[src/rtl/multicycle_ctrl.sv]
// Multi-cycle RV32I sequencer: steps each instruction through fetch, decode, execute,
// memory and writeback, driving datapath enables/selects from the state and latched class.
module multicycle_ctrl (
   input  logic        clk,
   input  logic        reset,
   input  logic [9:0]  code,
   input  logic        branch_taken,
   input  logic        mem_ready,
   output logic        mem_req,
   output logic        mem_we,
   output logic        addr_sel,
   output logic        ir_we,
   output logic        pc_we,
   output logic        pc_sel,
   output logic        alu_sel_a,
   output logic        alu_sel_b,
   output logic        rf_we,
   output logic [1:0]  wb_sel,
   output logic        illegal,
   output logic [31:0] retired
);

   typedef enum logic [2:0] {
      IDLE   = 3'd0,
      FETCH  = 3'd1,
      DECODE = 3'd2,
      EXEC   = 3'd3,
      MEM    = 3'd4,
      WB     = 3'd5,
      TRAP   = 3'd6
   } state_t;

   state_t      state, state_nxt;
   logic [9:0]  cls;
   logic        code_onehot;

   logic is_j, is_jalr, is_auipc, is_b, is_s, is_load, is_csr, is_wb_class;

   assign code_onehot = (code != 10'd0) && ((code & (code - 10'd1)) == 10'd0);

   assign is_j        = cls[0];
   assign is_jalr     = cls[1];
   assign is_auipc    = cls[3];
   assign is_b        = cls[4];
   assign is_s        = cls[6];
   assign is_load     = cls[8];
   assign is_csr      = cls[9];
   // Classes that finish through the register-file writeback state
   assign is_wb_class = |{cls[9], cls[7], cls[5], cls[3:0]};

   always_ff @(posedge clk or posedge reset) begin
      if (reset)
         state <= IDLE;
      else
         state <= state_nxt;
   end

   always_ff @(posedge clk or posedge reset) begin
      if (reset)
         cls <= 10'd0;
      else if (state == DECODE && code_onehot)
         cls <= code;
   end

   always_ff @(posedge clk or posedge reset) begin
      if (reset)
         retired <= 32'd0;
      else if (pc_we)
         retired <= retired + 32'd1;
   end

   always_comb begin
      state_nxt = state;
      mem_req   = 1'b0;
      mem_we    = 1'b0;
      addr_sel  = 1'b0;
      ir_we     = 1'b0;
      pc_we     = 1'b0;
      pc_sel    = 1'b0;
      alu_sel_a = 1'b0;
      alu_sel_b = 1'b0;
      rf_we     = 1'b0;
      wb_sel    = 2'd0;
      illegal   = 1'b0;

      case (state)
         IDLE: state_nxt = FETCH;
         FETCH: begin
            mem_req = 1'b1;
            if (mem_ready) begin
               ir_we     = 1'b1;
               state_nxt = DECODE;
            end
         end
         DECODE: state_nxt = code_onehot ? EXEC : TRAP;
         EXEC: begin
            if (is_s || is_load)
               state_nxt = MEM;
            else if (is_b) begin
               pc_we     = 1'b1;
               pc_sel    = branch_taken;
               state_nxt = FETCH;
            end else if (is_wb_class)
               state_nxt = WB;
            else
               state_nxt = TRAP;
         end
         MEM: begin
            mem_req  = 1'b1;
            addr_sel = 1'b1;
            mem_we   = is_s;
            if (mem_ready) begin
               if (is_s) begin
                  pc_we     = 1'b1;
                  state_nxt = FETCH;
               end else
                  state_nxt = WB;
            end
         end
         WB: begin
            rf_we     = 1'b1;
            pc_we     = 1'b1;
            pc_sel    = is_j | is_jalr;
            if (is_load)
               wb_sel = 2'd1;
            else if (is_j || is_jalr)
               wb_sel = 2'd2;
            else if (is_csr)
               wb_sel = 2'd3;
            state_nxt = FETCH;
         end
         TRAP: illegal = 1'b1;
         default: state_nxt = IDLE;
      endcase

      // Operand selects only matter while the datapath is working on the latched class
      if (state == EXEC || state == MEM || state == WB) begin
         alu_sel_a = is_j | is_auipc | is_csr;
         alu_sel_b = |{cls[9:6], cls[3:0]};
      end
   end

endmodule

[config.mk]
export PLATFORM = sky130hd
export DESIGN_NAME = multicycle_ctrl
export DESIGN_NICKNAME = d
export VERILOG_FILES = /design/src/rtl/multicycle_ctrl.sv
export SDC_FILE = /design/constraint.sdc
export NUM_CORES = 1
export LEC_CHECK = 0
export BUFFER_PORTS_ARGS = -buffer_cell sky130_fd_sc_hd__buf_2
export CORE_MARGIN = 4
export CORE_UTILIZATION = 45
export DETAILED_ROUTE_END_ITERATION = 10
export HOLD_SLACK_MARGIN = 0.1
export PLACE_DENSITY = 0.78
export RECOVER_POWER = 50
export SYNTH_ARGS = -nofsm -noshare
export SYNTH_HDL_FRONTEND = slang
export SYNTH_SLANG_ARGS = --single-unit
export TNS_END_PERCENT = 1
[constraint.sdc]
create_clock -name clk -period 4.8 [get_ports clk]
set_clock_uncertainty 0.2 [all_clocks]
set_input_delay 0.48 -clock clk [delete_from_list [all_inputs] [get_ports clk]]
set_output_delay 0.48 -clock clk [all_outputs]
set_load 0.05 [all_outputs]
; ---- Word level (Yosys, flattened, before mapping)
; Cells that the tools add are included.
[word_totals]
out_inout_bits = 44
wordCells = 61
register_bits = 45
in_bits = 14
[op_classes]
n_eq_ne = 8
n_reduce_logical = 14
addsub = 2
n_bitwise = 5
n_mux = 29
[op_table]
columns = operator, n
row1 = "32-bit by 1-bit adder with 32-bit output, second input constant", 1
row2 = 3-bit 2-to-1 mux, 6
row3 = 3-bit one-hot mux with 6 select lines, 1
row4 = 1-bit 2-to-1 mux, 15
row5 = 10-bit AND, 1
row6 = 10-bit zero test, 1
row7 = 2-bit 2-to-1 mux, 5
row8 = 10-bit nonzero test, 1
row9 = "10-bit by 1-bit subtractor with 10-bit output, second input constant", 1
row10 = "3-bit == test, second input constant", 3
row11 = 8-bit OR reduction, 1
row12 = 7-bit OR reduction, 1
row13 = "3-bit by 2-bit == test with 1-bit output, second input constant", 2
row14 = 1-bit logical OR, 4
row15 = "2-bit inequality test, second input constant", 2
row16 = 2-bit OR reduction, 2
row17 = "3-bit by 1-bit == test with 1-bit output, second input constant", 1
row18 = 3-bit zero test, 1
row19 = 1-bit bitwise OR, 3
row20 = 1-bit one-hot mux with 3 select lines, 1
row21 = 3-bit AND reduction, 1
row22 = 1-bit logical AND, 2
row23 = 1-bit one-hot mux with 2 select lines, 1
row24 = 1-bit inverter, 1

; ---- Depth between registers and ports, before layout
[logic_depth]
word_depth = 6
ltp_mapped = 7

; ---- Worst setup path before layout
; OpenSTA, ideal clock, no wires.
[synth_path]
path_type = flip-flop to output port
startpoint = reg state[0]
endpoint = out wb_sel[1]
slack_ps = 2249
path_stages_with_launch = 4
t_arrival_ps = 1871
path_cell_list = dfrtp_1 -> clkbuf_1 -> nand3b_1 -> nor3_1
[synth_via]
elab_chain_cells = 2
[synth_lines]
columns = item, line_no
row1 = start: declaration, 33  ; state_t state, state_nxt;
row2 = start signal: assignment, 55  ; state <= state_nxt;
row3 = 3-bit == test, 86  ; case (state)
row4 = 2-bit 2-to-1 mux, 86
row5 = end: declaration, 18  ; output logic [1:0] wb_sel,
; Every way passes these cells.

; ---- Worst setup path in the final report
[layout_path]
startpoint = reg state[2]
endpoint = out pc_we
[layout_via]
elab_chain_cells = 2
word_cells_on_any_way = 4
classes_between = 3 x eq/ne / 1 x mux
[layout_lines]
columns = item, line_no
row1 = 3-bit == test or 3-bit by 2-bit == test with 1-bit output (tied branches), 86
row2 = 1-bit one-hot mux with 3 select lines (*), 86
row3 = end: declaration, 13  ; output logic pc_we,
; Mark *: on every way between the ends. The rest lies on a longest branch, timed or not.

==> results.json <==
{
  "critPathArrivalTime_ns": 2.05,
  "hold_buffers": 0,
  "drc": 0,
  "slew_violations": 46,
  "n_fill_cell": 438,
  "numCtsBuffers": 5,
  "h-tree-depth": 2,
  "synthCells": 220,
  "setup_tns_ns": 0,
  "fin_crit_ns": 2.73,
  "reg2reg_to": "retired[20]",
  "start_util_pct": 47.4,
  "hold_start": "code[5]",
  "p_sw_share_pct": 43.4,
  "syn_to_final_growth_pct": 16.9,
  "track_usage_pct": 16.4,
  "violations": "max-capacitance violations, max-slew violations",
  "p_per_area_nw_per_um2": 426,
  "wl_mm": 4.83,
  "cts_setup_buffers": 0,
  "worst_pin_slew_ns": 2.39,
  "cp-start-kind": "flip-flop",
  "avgSynthCellArea_um2": 10.4,
  "intPower_mw": 0.647,
  "r2r_cells": 5,
  "root_buffer": "clkbuf_8",
  "fmax_ghz": 0.367,
  "seqPwrFrac_pct": 43.6,
  "crit_type": "flip-flop to output pin",
  "yosysWarnings": 0,
  "p_comb_share_pct": 36.7,
  "syn-num-nets": 235,
  "synth_area_leader_cell": "dfrtp_1",
  "insertedDiodeCount": 0,
  "power_switching_mw": 0.496,
  "cts.sinks": 45,
  "grt_pass1_vias": 1715,
  "hold_path.class": "primary input to flip-flop",
  "post_drt_wl_per_cell_um": 14.0,
  "cp.required_ns": 4.12,
  "first_pass_iters": 4,
  "netlist.area_leader.share_pct": 49.0,
  "async_reset_ff_share_pct": 100,
  "whs_path_depth": 2,
  "synth_cell_types": 36,
  "vias": 1774,
  "reg2reg_slack_ns": 2.19,
  "port_buffers": 57,
  "ant_nets": 0,
  "busiest_layer": "met2",
  "place_congestion": 0.802,
  "ys_ff_latch": 45,
  "cts.clk_slew.worst_paths_ns": 0.08,
  "cts_tree": "yes",
  "crit_fanout": 12,
  "finalSetupViolCount": 0,
  "place_hpwl_mm": 3.56,
  "clk_latency_ns": 0.29,
  "vias_per_cell": 5.13,
  "syn-cell-area_um2": 2300,
  "outcome": "finished with violations",
  "vdd_drop_max_mv": 0.216,
  "grt_remaining_overflow": 0,
  "grtUsageMet1_pct": 22.1,
  "dieArea_um2": 6310,
  "core_area_um2": 4850,
  "drive_gt1_share_pct": 20.8,
  "grt_pass1_wl_mm": 8.24,
  "placed_cell_area_um2": 2640,
  "ctsResizeCount": 0,
  "clock_power_share_pct": 19.7,
  "met2_usage_pct": 26.6,
  "drtIter0Drc": 62,
  "p_leak_nw": 1.32,
  "drv_cap": 1,
  "fp.dieH_um": 79.5,
  "synth_edf_count": 0,
  "grt_start_max_net_pins": 46,
  "num-nets-final": 293,
  "synth_area_leaders": "dfrtp_1 (49%), xor2_1 (7.2%), mux2_4 (5.9%)",
  "post-route-cell-area_um2": 2690,
  "slew_headroom_pct": -59.2,
  "cts_buffer_depth": 2,
  "rows": 25,
  "hold_viol": 0,
  "holdPathEnd": "cls[5]",
  "grt_antenna_before_repair": 0,
  "worstReg2RegStart": "state[2]",
  "crit_path_end_kind": "output pin",
  "use_met3_pct": 4.40,
  "yosysSeqAreaShare_pct": 49.0,
  "finish.utilization_pct": 55.4,
  "ys.flop_type": "dfrtp_1",
  "ios": 58,
  "rsz0062_at_grt": "no",
  "die_x_um": 79.5,
  "finalCritPeriodShare_pct": 56.8
}
## registers in the layout, indices dropped and copies added (netlist names)
name / flops
state: 3
cls: 10
retired: 32
## worst max-delay path: stages (launching register included)
cell	delay, ns
dfrtp_1	0.53
nand3b_1	0.31
o22ai_2	0.54
buf_2	0.37
## cells in the final DEF, fill, tap and decap left out, drive strengths merged, types with 4 or more instances in the layout
master and n:
or3 4, nor2 21, nor3 19, nand3 9
nand4 12, clkbuf 29, mux2 11, xor2 19
nand2b 4, dfrtp 45, xnor2 14, buf 35
inv 8, a21oi 7, nand2 13
## power by group through the flow
stage / Clock [mW] / Sequential (mW) / Combinational [mW]
after floorplan: 0 / 0.536 / 0.303
after CTS: 0.230 / 0.496 / 0.429
after detailed placement: 0 / 0.502 / 0.428
after global placement: 0 / 0.502 / 0.422
final: 0.225 / 0.499 / 0.419
after global routing: 0.244 / 0.509 / 0.452
## area by class of cell
type,count,area [um2],area share [%]
Tap cell,67,83.8,3.12
Clock inverter,2,10.0,0.373
Clock buffer,6,72.6,2.70
Multi-Input combinational cell,159,1100,40.9
Sequential cell,45,1130,41.9
Timing Repair Buffer,58,262,9.73
Inverter,9,33.8,1.26
## worst max path at each step
stage / start / end / cells after the start
final: state[2] / pc_we / 3
after global routing: reset / cls[6] / 3
after CTS: cls[6] / pc_we / 3
after detailed placement: code[0] / cls[8] / 6
after global placement: code[0] / cls[8] / 6
after floorplan: state[0] / wb_sel[1] / 3
## logic make-up (layout without fill, tap and decap cells)
group / count (synthesis) / count (layout) / share of synthesized area (%)
AO/OA/AOI/OAI: 17 / 17 / 5.45
adder cells (fa/ha/maj): 3 / 3 / 1.42
flip-flops: 45 / 45 / 49.0
multiplexers: 11 / 11 / 6.86
AND/OR/NAND/NOR: 95 / 95 / 21.5
XOR/XNOR: 33 / 33 / 12.6
buffers and inverters: 16 / 75 / 3.16
## through the flow
stage / hold WS (ns) / total power [mW] / std cells / setup WS, ns
after global placement: 0.252 / 0.924 / 338 / 1.93
after CTS: 0.130 / 1.16 / 346 / 2.07
after global routing: 0.252 / 1.21 / 346 / 1.66
after floorplan: 0.283 / 0.838 / 220 / 2.25
final: 0.245 / 1.14 / 346 / 2.07
after detailed placement: 0.257 / 0.930 / 338 / 1.87
## synth_stat cells, drive strengths merged, types with 4 or more instances
| cell | count |
|---|---|
| nand3 | 9 |
| nand4 | 12 |
| clkbuf | 4 |
| xor2 | 19 |
| nand2 | 13 |
| nor2 | 21 |
| nand2b | 4 |
| mux2 | 11 |
| xnor2 | 14 |
| or3 | 4 |
| nor3 | 19 |
| dfrtp | 45 |
| a21oi | 7 |
| inv | 9 |
## per-layer routing
metal,share of wire [%],vias to the layer above
met4,0.29,0
li1,-,876
met3,5.2,2
met5,0,-
met1,47,857
met2,48,39
Note: power is estimated with default switching activity, not from simulation.
